===== src/rtl/wb_port_arbiter_if.sv =====
// Bundle of the write-back, MDU, issue-query and register-file port signals
// seen by the write-port arbiter.
interface wb_port_arbiter_if #(
    parameter int XLEN = 32
);
    logic            wb_write_i;
    logic [4:0]      wb_rd_i;
    logic [XLEN-1:0] wb_data_i;
    logic            wb_stall_o;
    logic            mdu_valid_i;
    logic [4:0]      mdu_rd_i;
    logic [XLEN-1:0] mdu_data_i;
    logic            mdu_ready_o;
    logic            iss_alloc_i;
    logic [4:0]      iss_rd_i;
    logic [4:0]      rs1_addr_i;
    logic [4:0]      rs2_addr_i;
    logic            rs1_busy_o;
    logic            rs2_busy_o;
    logic            REG_write_o;
    logic [4:0]      REG_addr_o;
    logic [XLEN-1:0] REG_data_o;

    modport slave (
        input  wb_write_i, wb_rd_i, wb_data_i,
        input  mdu_valid_i, mdu_rd_i, mdu_data_i,
        input  iss_alloc_i, iss_rd_i, rs1_addr_i, rs2_addr_i,
        output wb_stall_o, mdu_ready_o, rs1_busy_o, rs2_busy_o,
        output REG_write_o, REG_addr_o, REG_data_o
    );

    modport master (
        output wb_write_i, wb_rd_i, wb_data_i,
        output mdu_valid_i, mdu_rd_i, mdu_data_i,
        output iss_alloc_i, iss_rd_i, rs1_addr_i, rs2_addr_i,
        input  wb_stall_o, mdu_ready_o, rs1_busy_o, rs2_busy_o,
        input  REG_write_o, REG_addr_o, REG_data_o
    );
endinterface


===== src/rtl/wb_port_arbiter.sv =====
// Shares the single register-file write port between pipeline write-back and
// one buffered MDU result, with starvation stall and a pending-rd scoreboard.
module wb_port_arbiter #(
    parameter int XLEN         = 32,
    parameter int STARVE_LIMIT = 3
) (
    input logic               clk,
    input logic               reset_n,
    wb_port_arbiter_if.slave  bus
);
    localparam int CW = $clog2(STARVE_LIMIT + 1);
    localparam logic [CW-1:0] LIMIT = CW'(STARVE_LIMIT);

    typedef enum logic {
        ST_EMPTY = 1'b0,
        ST_HELD  = 1'b1
    } state_t;

    state_t          state_r;
    logic [4:0]      buf_rd_r;
    logic [XLEN-1:0] buf_data_r;
    logic [CW-1:0]   wait_cnt_r;
    logic [31:0]     pending_r;

    logic            wb_req_s;
    logic            starve_s;
    logic            drain_s;
    logic            accept_s;
    logic            port_write_s;
    logic [31:0]     pending_next_s;

    // Source selection: starvation or an idle WB slot lets the buffer drain.
    always_comb begin
        wb_req_s = bus.wb_write_i && (bus.wb_rd_i != 5'd0);
        starve_s = (state_r == ST_HELD) && (wait_cnt_r == LIMIT);
        drain_s  = (state_r == ST_HELD) && (starve_s || !wb_req_s);
        accept_s = (state_r == ST_EMPTY) && bus.mdu_valid_i;
        if (drain_s) begin
            port_write_s    = 1'b1;
            bus.REG_addr_o  = buf_rd_r;
            bus.REG_data_o  = buf_data_r;
        end else if (wb_req_s) begin
            port_write_s    = 1'b1;
            bus.REG_addr_o  = bus.wb_rd_i;
            bus.REG_data_o  = bus.wb_data_i;
        end else begin
            port_write_s    = 1'b0;
            bus.REG_addr_o  = 5'd0;
            bus.REG_data_o  = {XLEN{1'b0}};
        end
        // Gated by reset so a held WB request cannot write during reset.
        bus.REG_write_o = port_write_s && reset_n;
        bus.wb_stall_o  = starve_s;
        bus.mdu_ready_o = (state_r == ST_EMPTY);
        bus.rs1_busy_o  = pending_r[bus.rs1_addr_i];
        bus.rs2_busy_o  = pending_r[bus.rs2_addr_i];
    end

    // Scoreboard next value: drain clears first so a same-cycle alloc wins.
    always_comb begin
        pending_next_s = pending_r;
        if (drain_s) begin
            pending_next_s[buf_rd_r] = 1'b0;
        end else begin
            pending_next_s = pending_next_s;
        end
        if (bus.iss_alloc_i && (bus.iss_rd_i != 5'd0)) begin
            pending_next_s[bus.iss_rd_i] = 1'b1;
        end else begin
            pending_next_s = pending_next_s;
        end
        pending_next_s[0] = 1'b0;
    end

    // Buffer state machine: EMPTY accepts a result, HELD waits for a port slot.
    always_ff @(posedge clk or negedge reset_n) begin
        if (!reset_n) begin
            state_r    <= ST_EMPTY;
            buf_rd_r   <= 5'd0;
            buf_data_r <= {XLEN{1'b0}};
            wait_cnt_r <= {CW{1'b0}};
        end else begin
            case (state_r)
                ST_EMPTY: begin
                    // A result for x0 is consumed by the handshake and dropped.
                    if (accept_s && (bus.mdu_rd_i != 5'd0)) begin
                        state_r    <= ST_HELD;
                        buf_rd_r   <= bus.mdu_rd_i;
                        buf_data_r <= bus.mdu_data_i;
                        wait_cnt_r <= {CW{1'b0}};
                    end else begin
                        state_r    <= ST_EMPTY;
                    end
                end
                ST_HELD: begin
                    if (drain_s) begin
                        state_r    <= ST_EMPTY;
                        wait_cnt_r <= {CW{1'b0}};
                    end else if (wait_cnt_r != LIMIT) begin
                        wait_cnt_r <= wait_cnt_r + CW'(1'b1);
                    end else begin
                        wait_cnt_r <= wait_cnt_r;
                    end
                end
                default: begin
                    state_r    <= ST_EMPTY;
                    wait_cnt_r <= {CW{1'b0}};
                end
            endcase
        end
    end

    // Pending-destination scoreboard register.
    always_ff @(posedge clk or negedge reset_n) begin
        if (!reset_n) begin
            pending_r <= 32'd0;
        end else begin
            pending_r <= pending_next_s;
        end
    end
endmodule


===== src/flat_wrapper.sv =====
// flat-port wrapper written by rule: the top's interface ports become plain ports
module wb_port_arbiter_flat 
#(
    parameter int XLEN         = 32,
    parameter int STARVE_LIMIT = 3
)
  (clk, reset_n, bus_wb_write_i, bus_wb_rd_i, bus_wb_data_i, bus_mdu_valid_i, bus_mdu_rd_i, bus_mdu_data_i, bus_iss_alloc_i, bus_iss_rd_i, bus_rs1_addr_i, bus_rs2_addr_i, bus_wb_stall_o, bus_mdu_ready_o, bus_rs1_busy_o, bus_rs2_busy_o, bus_REG_write_o, bus_REG_addr_o, bus_REG_data_o);
  wb_port_arbiter_if #(.XLEN(XLEN)) bus_i ();
  input logic clk;
  input logic reset_n;
  input wire logic [$bits(bus_i.wb_write_i)-1:0] bus_wb_write_i;
  input wire logic [$bits(bus_i.wb_rd_i)-1:0] bus_wb_rd_i;
  input wire logic [$bits(bus_i.wb_data_i)-1:0] bus_wb_data_i;
  input wire logic [$bits(bus_i.mdu_valid_i)-1:0] bus_mdu_valid_i;
  input wire logic [$bits(bus_i.mdu_rd_i)-1:0] bus_mdu_rd_i;
  input wire logic [$bits(bus_i.mdu_data_i)-1:0] bus_mdu_data_i;
  input wire logic [$bits(bus_i.iss_alloc_i)-1:0] bus_iss_alloc_i;
  input wire logic [$bits(bus_i.iss_rd_i)-1:0] bus_iss_rd_i;
  input wire logic [$bits(bus_i.rs1_addr_i)-1:0] bus_rs1_addr_i;
  input wire logic [$bits(bus_i.rs2_addr_i)-1:0] bus_rs2_addr_i;
  output wire logic [$bits(bus_i.wb_stall_o)-1:0] bus_wb_stall_o;
  output wire logic [$bits(bus_i.mdu_ready_o)-1:0] bus_mdu_ready_o;
  output wire logic [$bits(bus_i.rs1_busy_o)-1:0] bus_rs1_busy_o;
  output wire logic [$bits(bus_i.rs2_busy_o)-1:0] bus_rs2_busy_o;
  output wire logic [$bits(bus_i.REG_write_o)-1:0] bus_REG_write_o;
  output wire logic [$bits(bus_i.REG_addr_o)-1:0] bus_REG_addr_o;
  output wire logic [$bits(bus_i.REG_data_o)-1:0] bus_REG_data_o;
  assign bus_i.wb_write_i = bus_wb_write_i;
  assign bus_i.wb_rd_i = bus_wb_rd_i;
  assign bus_i.wb_data_i = bus_wb_data_i;
  assign bus_i.mdu_valid_i = bus_mdu_valid_i;
  assign bus_i.mdu_rd_i = bus_mdu_rd_i;
  assign bus_i.mdu_data_i = bus_mdu_data_i;
  assign bus_i.iss_alloc_i = bus_iss_alloc_i;
  assign bus_i.iss_rd_i = bus_iss_rd_i;
  assign bus_i.rs1_addr_i = bus_rs1_addr_i;
  assign bus_i.rs2_addr_i = bus_rs2_addr_i;
  assign bus_wb_stall_o = bus_i.wb_stall_o;
  assign bus_mdu_ready_o = bus_i.mdu_ready_o;
  assign bus_rs1_busy_o = bus_i.rs1_busy_o;
  assign bus_rs2_busy_o = bus_i.rs2_busy_o;
  assign bus_REG_write_o = bus_i.REG_write_o;
  assign bus_REG_addr_o = bus_i.REG_addr_o;
  assign bus_REG_data_o = bus_i.REG_data_o;
  wb_port_arbiter #(.XLEN(XLEN), .STARVE_LIMIT(STARVE_LIMIT)) u_core (.clk(clk), .reset_n(reset_n), .bus(bus_i));
endmodule

===== config.mk =====
export PLATFORM = sky130hd
export DESIGN_NAME = wb_port_arbiter_flat
export DESIGN_NICKNAME = d
export VERILOG_FILES = /design/src/rtl/wb_port_arbiter_if.sv /design/src/rtl/wb_port_arbiter.sv /design/src/flat_wrapper.sv
export SDC_FILE = /design/constraint.sdc
export NUM_CORES = 1
export LEC_CHECK = 0
export ABC_AREA = 0
export ABC_CLOCK_PERIOD_IN_PS = 4700
export CORE_MARGIN = 10
export CORE_UTILIZATION = 50
export DETAILED_ROUTE_END_ITERATION = 6
export PLACE_DENSITY = 0.91
export SYNTH_ARGS = -nofsm -noshare
export SYNTH_HDL_FRONTEND = slang
export SYNTH_SLANG_ARGS = --single-unit

===== constraint.sdc =====
create_clock -name clk -period 4.7 [get_ports clk]
set_input_delay 0.47 -clock clk [delete_from_list [all_inputs] [get_ports clk]]
set_output_delay 0.47 -clock clk [all_outputs]
set_load 0.01 [all_outputs]

## Word level (Yosys, flattened, before mapping)

Index checks and enable logic that the tools add are counted.

- Equal/unequal tests: 4
- $lt $le $gt $ge: 6
- Mux-type cells: 23
- Bitwise operators: 4
- Add/sub/neg operators: 1
- Reduce and logical (&&, ||, !) cells: 16

Operator list:

| operator | number |
|---|---|
| $mux W32 | 4 |
| $and A32 B32 Y32 | 1 |
| $not A32 Y32 | 1 |
| $or A32 B32 Y32 | 1 |
| $lt A5 B6 Y1 const B | 4 |
| $reduce_bool A5 Y1 | 3 |
| $bmux W1 S5 | 2 |
| $demux W1 S5 | 2 |
| $ge A5 B1 Y1 const B | 2 |
| $mux W5 | 2 |
| $logic_and A1 B1 Y1 | 9 |
| $mux W1 | 8 |
| $mux W2 | 3 |
| $pmux W2 S2 | 1 |
| $reduce_and A2 Y1 | 2 |
| $ne A3 B3 Y1 const B | 1 |
| $add A2 B1 Y2 const B | 1 |
| $eq A2 B2 Y1 const B | 1 |
| $ne A2 B1 Y1 const B | 1 |
| $ne A2 B2 Y1 const B | 1 |
| $pmux W1 S2 | 1 |
| $logic_not A1 Y1 | 1 |
| $logic_or A1 B1 Y1 | 1 |
| $not A1 Y1 | 1 |

- Output and inout bits: 42
- Word-level logic and storage cells: 59
- Register bits: 71

## Depth between registers and ports, before layout

Gate-level depths: netlist (run 1).

- Word-level depth: 9
- Gate-level depth with buffers: 7
- Depth with buffers taken out: 5

## Least setup slack after synthesis (run 1)

OpenSTA, ideal clock, no wires.

- Kind: reg-to-output
- Start: register u_core.wait_cnt_r[0]
- End: output port bus_REG_addr_o[2]
- Buffers on the path: 2
- Required time: 4.230 ns
- Stages on the path, launching flop included: 8
- Data arrival time: 1.657 ns
- Slack: 2.573 ns
- Path through: dfrtp_1 > ha_1 > and2_1 > a211oi_1 > buf_2 > buf_2 > nand2_1 > nand2_1

- Longest elaborated chain between the ends: 5

RTL lines:

| element | RTL line | source |
|---|---|---|
| start, declared | wb_port_arbiter.sv:22 | `logic [CW-1:0] wait_cnt_r;` |
| start signal, assigned | wb_port_arbiter.sv:81 | `wait_cnt_r <= {CW{1'b0}};` |
| start signal, assigned | wb_port_arbiter.sv:90 | `wait_cnt_r <= {CW{1'b0}};` |
| start signal, assigned | wb_port_arbiter.sv:98 | `wait_cnt_r <= {CW{1'b0}};` |
| $eq A2 B2 Y1 | wb_port_arbiter.sv:35 | `starve_s = (state_r == ST_HELD) && (wait_cnt_r == LIMIT);` |
| $logic_and A1 B1 Y1 | wb_port_arbiter.sv:35 |  |
| named net bus_wb_stall_o | flat_wrapper.sv:21 | `output wire logic [$bits(bus_i.wb_stall_o)-1:0] bus_wb_stall_o;` |
| $logic_or A1 B1 Y1 | wb_port_arbiter.sv:36 | `drain_s = (state_r == ST_HELD) && (starve_s \|\| !wb_req_s);` |
| $logic_and A1 B1 Y1 | wb_port_arbiter.sv:36 |  |
| $mux W5 | wb_port_arbiter.sv:38 | `if (drain_s) begin` |
| end, declared | flat_wrapper.sv:26 | `output wire logic [$bits(bus_i.REG_addr_o)-1:0] bus_REG_addr_o;` |

The timed path passes the listed nets, and every way through them passes these cells.

## Final worst setup path (run 1)

- Start: input port bus_wb_rd_i[2]
- End: output port bus_REG_data_o[8]

- Longest elaborated chain between the ends: 6
- Elaborated cells on any way between the ends: 7
- Classes of those cells: mux (2); reduce/logical (5)

RTL lines:

| element | RTL line | source |
|---|---|---|
| start, declared | flat_wrapper.sv:12 | `input wire logic [$bits(bus_i.wb_rd_i)-1:0] bus_wb_rd_i;` |
| $reduce_bool A5 Y1 * | wb_port_arbiter.sv:34 | `wb_req_s = bus.wb_write_i && (bus.wb_rd_i != 5'd0);` |
| $logic_and A1 B1 Y1 * | wb_port_arbiter.sv:34 |  |
| $logic_not A1 Y1 | wb_port_arbiter.sv:36 |  |
| $logic_or A1 B1 Y1 | wb_port_arbiter.sv:36 |  |
| $logic_and A1 B1 Y1 | wb_port_arbiter.sv:36 |  |
| $mux W32 * | wb_port_arbiter.sv:38 |  |
| end, declared | flat_wrapper.sv:27 | `output wire logic [$bits(bus_i.REG_data_o)-1:0] bus_REG_data_o;` |

Every way passes the cells marked *; elsewhere a longest branch is shown, timed or not.

==> results by stage, run 1 <==
Outcome:
- The flow ran to the end, and the final reports show no timing, DRC or antenna violations.

Pwr:
- Dividing total power by cell area gives a power density of 377 nW/um^2.
- The net switching power is 0.000716 W.
- The proportion of power drawn by the clock network is 0.198.
- The leakage power figure is 2.33 nW.
- The internal power summed over all cells is 0.00141 W.
- Of the total power, the share spent switching nets is 0.336.
- The sequential cell fraction of total power is 0.457.
- The worst-case IR drop observed on VDD is 0.233 mV.
- The portion of total power attributed to combinational logic is 0.345.

GRT:
- The pin count of the biggest net entering global routing is between 70 and 80.
- The total overflow left after global routing is 0.
- The initial antenna violation count was 0.
- The global-route total usage across every layer is 0.216.
- The via count of the first global-routing pass is 4,249.
- The global-route wire length before repair is about 22,000 um.

Logic synthesis:
- The share of the yosys chip area belonging to registers is 0.433.
- The Yosys step of the flow raised 0 warnings.
- The average instance in the mapped netlist occupies 9.42 sq um.
- Yosys attributes the largest share of cell area to sky130_fd_sc_hd__dfrtp_1 (43%), sky130_fd_sc_hd__nand2_1 (7.9%), sky130_fd_sc_hd__mux2_2 (7.7%), sky130_fd_sc_hd__nand3_1 (6.2%), sky130_fd_sc_hd__o21ai_0 (4.8%).
- The post-synth net total is between 500 and 600.
- The largest area contributor in the synthesized netlist is sky130_fd_sc_hd__dfrtp_1.
- The register bit count reported by yosys is 71.
- Synthesis handed over a netlist of approximately 440 instances.
- The share of synthesized area in the top cell type comes to 0.433.
- The cell area that synthesis handed to floorplanning was approximately 4000 sq um.
- The synthesized netlist contains 39 unique library cells.

Detailed routing:
- Summing over every cut layer, the via total after detailed routing is 3,960.
- The average vias per placed instance is 5.97.
- The wire length per cell is 20.5 um.
- For this run, the detailed router's first-pass iteration total came to 5.
- After detailed routing, the total wire length is 13,600 um.
- The remaining routing DRC violations is 0.
- In this run the remaining antenna-violating nets after routing total 0.
- The first routing iteration left 212 violations.

Critical path:
- The launching element type of the critical path is an input port.
- Data on the critical path is required at its endpoint by 4230 ps.
- In this run the worst setup path begins at bus_wb_rd_i[2].
- The startpoint of the worst-slack reg-to-reg timing path is u_core.state_r.
- The peak fanout along the critical path is 22.
- The type of destination of the critical path is a primary output.
- The classification of the worst setup path is in2out.
- The endpoint arrival time on the critical path is 3210 ps.

Timing:
- The final count of pins violating max slew came to 0.
- The final count of hold timing violations was 0.
- At the pin with the least slew margin, the transition time is 1190 ps.
- Of the available clock period, the critical path in the final layout requires 0.783.
- Between clock sinks in the finished design, the worst skew comes to approximately 8.4 ps.
- Setup repair after global routing left no endpoint under its margin.
- The maximum clock frequency is 272 MHz.
- Setup violations remaining at the end of the flow were counted as 0.
- The worst path needs 3680 ps of the cycle, external delays included.
- The worst-case headroom to the max-slew limit is 0.205.
- Summed over all failing endpoints, the final setup total negative slack is 0 ps.

Layout:
- The count of non-filler cells in the finished layout is roughly 660.
- The repair_antennas step left the layout with diodes totalling 0.
- Compared with the post-synthesis result, the final layout area differs by 37.6%.
- Of the cells placed in the final design, the portion with a size suffix greater than 1 is 0.109.
- Measured on the finished design, the core utilization comes to 0.720.
- The number of nets in the finished design is 653.

Clock network:
- The maximum buffer depth of the clock tree is 2.
- Buffers inserted to repair hold after CTS numbered 0.
- Clock tree synthesis inserted a total of 9 buffers.
- The clock network latency to the later pin of the worst-skew pair is 340 ps.
- The CTS H-tree depth is 3.
- The clock-pin slew on the worst setup and hold paths is 70 ps.
- The number of resized instances in the post-cts repair step is 0.
- The buffer type at the clock tree root is sky130_fd_sc_hd__clkbuf_8.
- Once the clock tree was built, the setup fixing pass inserted 0 buffers.
- TritonCTS built the clock tree.
- The number of clock sinks seen by CTS is 71.

Floorplanning:
- The die is 111 um wide.
- The total core area is ~7800 sq um.
- The cell row count is 32.
- The die covers 12,200 sq um.
- The die is 111 um tall.
- The starting utilization of the core area is 0.523.
- In this run the count of I/O pins placed on the die edge is 136.

Place:
- The number of placed instances, taps included, is 649.
- The congestion estimate from routability-driven global placement came to 0.917.
- During placement, the flow inserted port buffers numbering approximately 140.
- After legalization and detailed placement, the total HPWL measured 10,500 um.

Run:
- The number of violations of the max-capacitance limit is 0.

Worst hold path:
- The path class of the tightest hold or removal check is in2async.
==> through the flow <==
step                worst slack [ps]  hold WS [ps]  total power [W]  cell area, sq um
floorplan                       2570           174          0.00135              4110
global placement                1150           478          0.00165              5490
detailed placement              1050           486          0.00170              5490
CTS                             1020           415          0.00213              5650
global route                     860           450          0.00226              5650
finish                          1020           386          0.00213              5650
==> cell families (layout without fill, tap and decap cells) <==
group / after synthesis / in the layout / synth area share
buffers and inverters: 35 / 160 / 0.0414
AND/OR/NAND/NOR: 183 / 183 / 0.214
adder cells (fa/ha/maj): 1 / 1 / 0.00305
multiplexers: 57 / 57 / 0.167
flip-flops: 71 / 71 / 0.433
AO/OA/AOI/OAI: 89 / 89 / 0.142
==> sequential cells by signal (all words and copies together) (netlist names) <==
signal / count
u_core.buf_data_r: 32
u_core.pending_r: 31
u_core.buf_rd_r: 5
u_core.wait_cnt_r: 2
u_core.state_r: 1
==> worst paths after layout <==
path | cells past startpoint | slack [ps] | endpoint
worst max-delay path | 7 | 1020 | bus_REG_data_o[8]
worst min-delay path | 2 | 390 | u_core.buf_data_r[9]
worst max register to register | 5 | 2590 | u_core.pending_r[6]
worst min register to register | 1 | 500 | u_core.buf_data_r[19]
max in group asynchronous | 2 | 3750 | u_core.pending_r[28]
min in group clk | 1 | 500 | u_core.buf_data_r[19]
==> area by class of cell <==
| cell class | count | area, sq um |
|---|---|---|
| clock buffer | 13 | 159 |
| inverter | 5 | 18.8 |
| fill | 558 | 2200 |
| clock inverter | 1 | 5.00 |
| timing repair buffer | 141 | 1390 |
| multi-input combinational | 330 | 2170 |
| tap | 102 | 128 |
| sequential | 71 | 1780 |
==> critical path, cell delays in order <==
cell                              delay, ps
sky130_fd_sc_hd__clkdlybuf4s50_1        470
sky130_fd_sc_hd__nor4_4                 460
sky130_fd_sc_hd__a211o_1                680
sky130_fd_sc_hd__buf_4                  350
sky130_fd_sc_hd__nand3_1                120
sky130_fd_sc_hd__nand2_1                110
sky130_fd_sc_hd__clkdlybuf4s50_1        540
==> per-layer routing <==
metal  track usage  part of all wire  vias up
met5             0                 0        -
met4        0.0743             0.022        0
met3        0.0929              0.11       27
met2         0.363              0.48      210
met1         0.239              0.38     1923
li1              -                 -     1800
==> layout by cell type, fill, tap and decap left out, drive strengths merged, types with 10 or more instances in the layout <==
master | synthesis | routed
o31ai | 16 | 16
nand3 | 51 | 51
o21ai | 41 | 41
nand2 | 86 | 86
mux2i | 18 | 18
clkbuf | 17 | 13
dfrtp | 71 | 71
clkdlybuf4s50 | 0 | 134
mux2 | 33 | 33
nand2b | 10 | 10
==> synthesized netlist by cell type <==
master	instances
sky130_fd_sc_hd__nand2_1	86
sky130_fd_sc_hd__dfrtp_1	71
sky130_fd_sc_hd__nand3_1	51
sky130_fd_sc_hd__o21ai_0	39
sky130_fd_sc_hd__mux2_2	28
sky130_fd_sc_hd__mux2i_1	18
sky130_fd_sc_hd__clkbuf_1	17
sky130_fd_sc_hd__o31ai_1	16
sky130_fd_sc_hd__nand2b_1	10
sky130_fd_sc_hd__nor2_1	8
sky130_fd_sc_hd__nor2b_1	8
sky130_fd_sc_hd__a21oi_1	7
sky130_fd_sc_hd__buf_2	7
sky130_fd_sc_hd__mux4_2	6
sky130_fd_sc_hd__nand3b_1	6
sky130_fd_sc_hd__o2bb2ai_1	6
sky130_fd_sc_hd__a22o_1	5
sky130_fd_sc_hd__inv_1	5
sky130_fd_sc_hd__mux2_1	5
sky130_fd_sc_hd__a22oi_1	4
sky130_fd_sc_hd__buf_6	4
sky130_fd_sc_hd__a211oi_1	3
sky130_fd_sc_hd__nand4_1	3
sky130_fd_sc_hd__nor3b_1	3
sky130_fd_sc_hd__or2_2	3
sky130_fd_sc_hd__buf_1	2
sky130_fd_sc_hd__o2111ai_1	2
sky130_fd_sc_hd__o211ai_1	2
sky130_fd_sc_hd__a211o_1	1
sky130_fd_sc_hd__a211oi_2	1
sky130_fd_sc_hd__and2_1	1
sky130_fd_sc_hd__and3b_1	1
sky130_fd_sc_hd__ha_1	1
sky130_fd_sc_hd__nor3_1	1
sky130_fd_sc_hd__nor4_4	1
sky130_fd_sc_hd__o21a_1	1
sky130_fd_sc_hd__o21ai_1	1
sky130_fd_sc_hd__o21ai_4	1
sky130_fd_sc_hd__or4_4	1
==> power by group through the flow <==
stage	logic (W)	registers [W]	clock network [W]
after floorplan	0.000459	0.000894	0
after global placement	0.000696	0.000959	0
after detailed placement	0.000729	0.000976	0
after CTS	0.000736	0.000968	0.000426
after global routing	0.000803	0.000995	0.000458
final	0.000736	0.000973	0.000421
Power figures use the tool's default switching activity.
==> inputs of run 2 (changes only) <==
Settings changed: ABC_CLOCK_PERIOD_IN_PS 4700 to 3800, CORE_UTILIZATION 50 to 46, PLACE_DENSITY 0.91 to 0.85.
Clock period 4.7 ns to 3.8 ns, I/O delays scaled along.
==> results by stage, run 2 (synthesis results as in run 1) <==
Layout:
- The area of all placed cells without fillers is 5700 sq um (was 5650 sq um).
- The flip-flop count of the largest register after layout is 32 (unchanged).
- The commonest non-fill, non-tap cell in the layout was sky130_fd_sc_hd__clkdlybuf4s50_1 (unchanged).
- The number of inserted diodes is 0 (unchanged).
- The top register by number of flip-flops is u_core.buf_data_r (unchanged).
- Leading cell types in the layout, fill and taps excluded: sky130_fd_sc_hd__clkdlybuf4s50_1 (134), sky130_fd_sc_hd__nand2_1 (86), sky130_fd_sc_hd__dfrtp_1 (71), sky130_fd_sc_hd__nand3_1 (51), sky130_fd_sc_hd__o21ai_0 (39) (unchanged).
- Largest registers: u_core.buf_data_r: 32 flops, u_core.pending_r: 31 flops, u_core.buf_rd_r: 5 flops (unchanged).
- The share of layout cells above drive strength 1 is 0.114 (was 0.109).
- The number of nets in the finished design is 653 (unchanged).
- The area added between synthesis and finish was 38.7% (was 37.6%).
- The final core area utilization is 0.653 (was 0.720).

Floorplanning:
- The starting utilization of the core area is 0.471 (was 0.523).
- The die area is 13,100 sq um (was 12,200 sq um).
- The top-level I/O count is 136 (unchanged).
- The die boundary width is 114 um (was 111 um).
- The total core area was 8720 sq um (was 7850 sq um).
- The cell row count is 34 (was 32).
- The vertical die dimension came to 114 um (was 111 um).

Detailed routing:
- The total via count in the routed design is 3,931 (was 3,960).
- The remaining routing DRC violations came to 0 (unchanged).
- The average vias per placed instance was 5.86 (was 5.97).
- The total wirelength of the detailed-routed design is 13,400 um (was 13,600 um).
- The violation count after the first detailed-routing iteration is 250 (was 212).
- The total iterations of the first detailed-routing run is 6 (was 5).
- The wire length per cell came to 20.0 um (was 20.5 um).
- The number of nets with antenna violations after routing is 0 (unchanged).

Critical path:
- The dominant delay contributor by cell family on the critical path was compound AO/OA/AOI/OAI gates (was buffers and inverters).
- The launching element type of the critical path was an input port (unchanged).
- Critical-path cell list: clkdlybuf4s50_1 > nor4_4 > a211oi_2 > nor2_1 > a22o_1 > clkdlybuf4s50_1 (was clkdlybuf4s50_1 > nor4_4 > a211o_1 > buf_4 > nand3_1 > nand2_1 > clkdlybuf4s50_1).
- The total buffers and inverters traversed by the critical path is 2 (was 3).
- The critical path required time is 3420 ps (was 4230 ps).
- The standard cell with the maximum stage delay on the critical path is sky130_fd_sc_hd__a211oi_2 (was sky130_fd_sc_hd__a211o_1).
- The cell repeated most along the worst path was sky130_fd_sc_hd__clkdlybuf4s50_1 (unchanged).
- The type of destination of the critical path is a primary output (unchanged).
- The delay of the slowest cell on the worst path came to 890 ps (was 680 ps).
- The classification of the worst setup path was in2out (unchanged).
- The endpoint arrival time on the critical path was 2930 ps (was 3210 ps).
- The peak fanout along the critical path came to 17 (was 22).

Timing:
- For the finished layout, the period the worst path requires is 3310 ps.
- The worst clock skew was 8.86 ps (was 8.41 ps).
- The worst hold-check slack was 334 ps (was 386 ps).
- The final count of hold timing violations was 0 (unchanged).
- The setup violation total in the final timing report is 0 (unchanged).
- The final count of pins violating max slew came to 0 (unchanged).
- The worst-case headroom to the max-slew limit came to 0.298 (was 0.205).
- Unrepaired setup endpoints after global routing: no (unchanged).
- Of the available clock period, the critical path in the final layout requires 0.871.
- The slew at the pin with the worst max-slew slack is 1050 ps (was 1190 ps).
- The final sum of negative setup slack is 0 ps (unchanged).
- The maximum clock frequency is 302 MHz.

Clock network:
- The setup fix buffers added after clock tree synthesis is 0 (unchanged).
- The count of hold-fix buffers inserted at cts was 0 (unchanged).
- The buffer type at the clock tree root is sky130_fd_sc_hd__clkbuf_8 (unchanged).
- The TritonCTS clock tree is yes (unchanged).
- The clock-pin slew on the worst setup and hold paths is 70 ps (about the same).
- The number of clock sinks seen by CTS is 71 (unchanged).
- The number of resized instances in the post-cts repair step was 0 (unchanged).
- The clock network latency to the later pin of the worst-skew pair is 350 ps (was 340 ps).
- The CTS H-tree depth came to 3 (unchanged).
- The number of buffers inserted during clock tree synthesis is 9 (unchanged).
- The maximum buffer depth of the clock tree is 2 (unchanged).

Worst hold path:
- The class of the tightest hold or removal check was in2async (unchanged).

GRT:
- The met3 track utilization from global routing was 0.101 (was 0.0929).
- The routing layer with the top usage in global route is met2 (unchanged).
- The pin count of the biggest net entering global routing is 72 (unchanged).
- The initial antenna violation count is 0 (unchanged).
- The via count of the first global-routing pass came to 4,276 (was 4,249).
- The leftover overflow at the end of global routing is 0 (unchanged).
- The global-route total usage across every layer came to 0.203 (was 0.216).
- The global-route wire length before repair is 21,500 um (was 22,100 um).
- The met1 usage in global routing is 0.225 (was 0.239).
- The met2 routing resource usage after global routing is 0.324 (was 0.363).

Pwr:
- The power per unit of standard cell area is 472 nW/um^2 (was 377 nW/um^2).
- The leakage power figure is 2.35 nW (was 2.33 nW).
- The maximum vdd drop came to 0.229 mV (was 0.233 mV).

Place:
- The placer's final routability congestion estimate is 0.898 (was 0.917).
- The cell area reported after detailed placement was 5510 sq um (was 5490 sq um).
- The HPWL reported at the end of detailed placement is 10,100 um (was 10,500 um).
- The number of input and output port buffers inserted came to 135 (unchanged).

Run:
- The number of violations of the max-capacitance limit is 0 (unchanged).

Outcome:
- Run status: finished, final reports clean (unchanged).
## run 2: changes by cell type in the layout (fill, tap and decap cells not counted), sizes merged
| cell | delta |
|---|---|
| clkinv | +3 |
| clkinvlp | +1 |
| bufinv | +1 |
| clkbuf | -3 |
## run 2: metal layers
| metal | share of wire | wire [um] |
|---|---|---|
| met3 | 0.14 | 1900 |
| met2 | 0.46 | 6160 |
| met5 | 0 | 0 |
| met1 | 0.37 | 5030 |
| met4 | 0.026 | 344 |
## run 2: area by class of cell
class	count	area, sq um
clock buffer	10	128
sequential	71	1780
tap	108	135
clock inverter	6	61.3
timing repair buffer	141	1400
fill	685	3030
multi-input combinational	330	2170
inverter	5	18.8
## run 2: per-stage QoR
step / power [W] / cells / setup WS, ps
2_1_floorplan: 0.00167 / 436 / 1760
3_3_place_gp: 0.00205 / 655 / 589
3_5_place_dp: 0.00210 / 655 / 558
4_1_cts: 0.00269 / 671 / 546
5_1_grt: 0.00286 / 671 / 331
6_report: 0.00269 / 671 / 492
## run 2: worst paths after layout
path / from / to / cells past startpoint / slack (ps)
worst min-delay path: reset_n / u_core.pending_r[28] / 2 / 330
worst min register to register: u_core.buf_data_r[14] / u_core.buf_data_r[14] / 1 / 500
min in group clk: u_core.buf_data_r[14] / u_core.buf_data_r[14] / 1 / 500
worst max register to register: u_core.state_r / u_core.pending_r[16] / 5 / 1680
max in group asynchronous: reset_n / u_core.wait_cnt_r[1] / 2 / 2910
worst max-delay path: bus_wb_rd_i[0] / bus_REG_data_o[16] / 6 / 490
## run 2: worst register-to-register path: cells and delay by family, from the launching register on
family	cells	cell delay [ps]
buf+inv	1	370
compound gates	2	320
simple gates	2	990
flops	1	340
## run 2: where the power goes
| group | internal, W | leakage [nW] | switching (W) |
|---|---|---|---|
| Combinational | 0.000495 | 1.41 | 0.000413 |
| Sequential | 0.000987 | 0.838 | 0.000212 |
| Clock | 0.000301 | 0.0960 | 0.000282 |
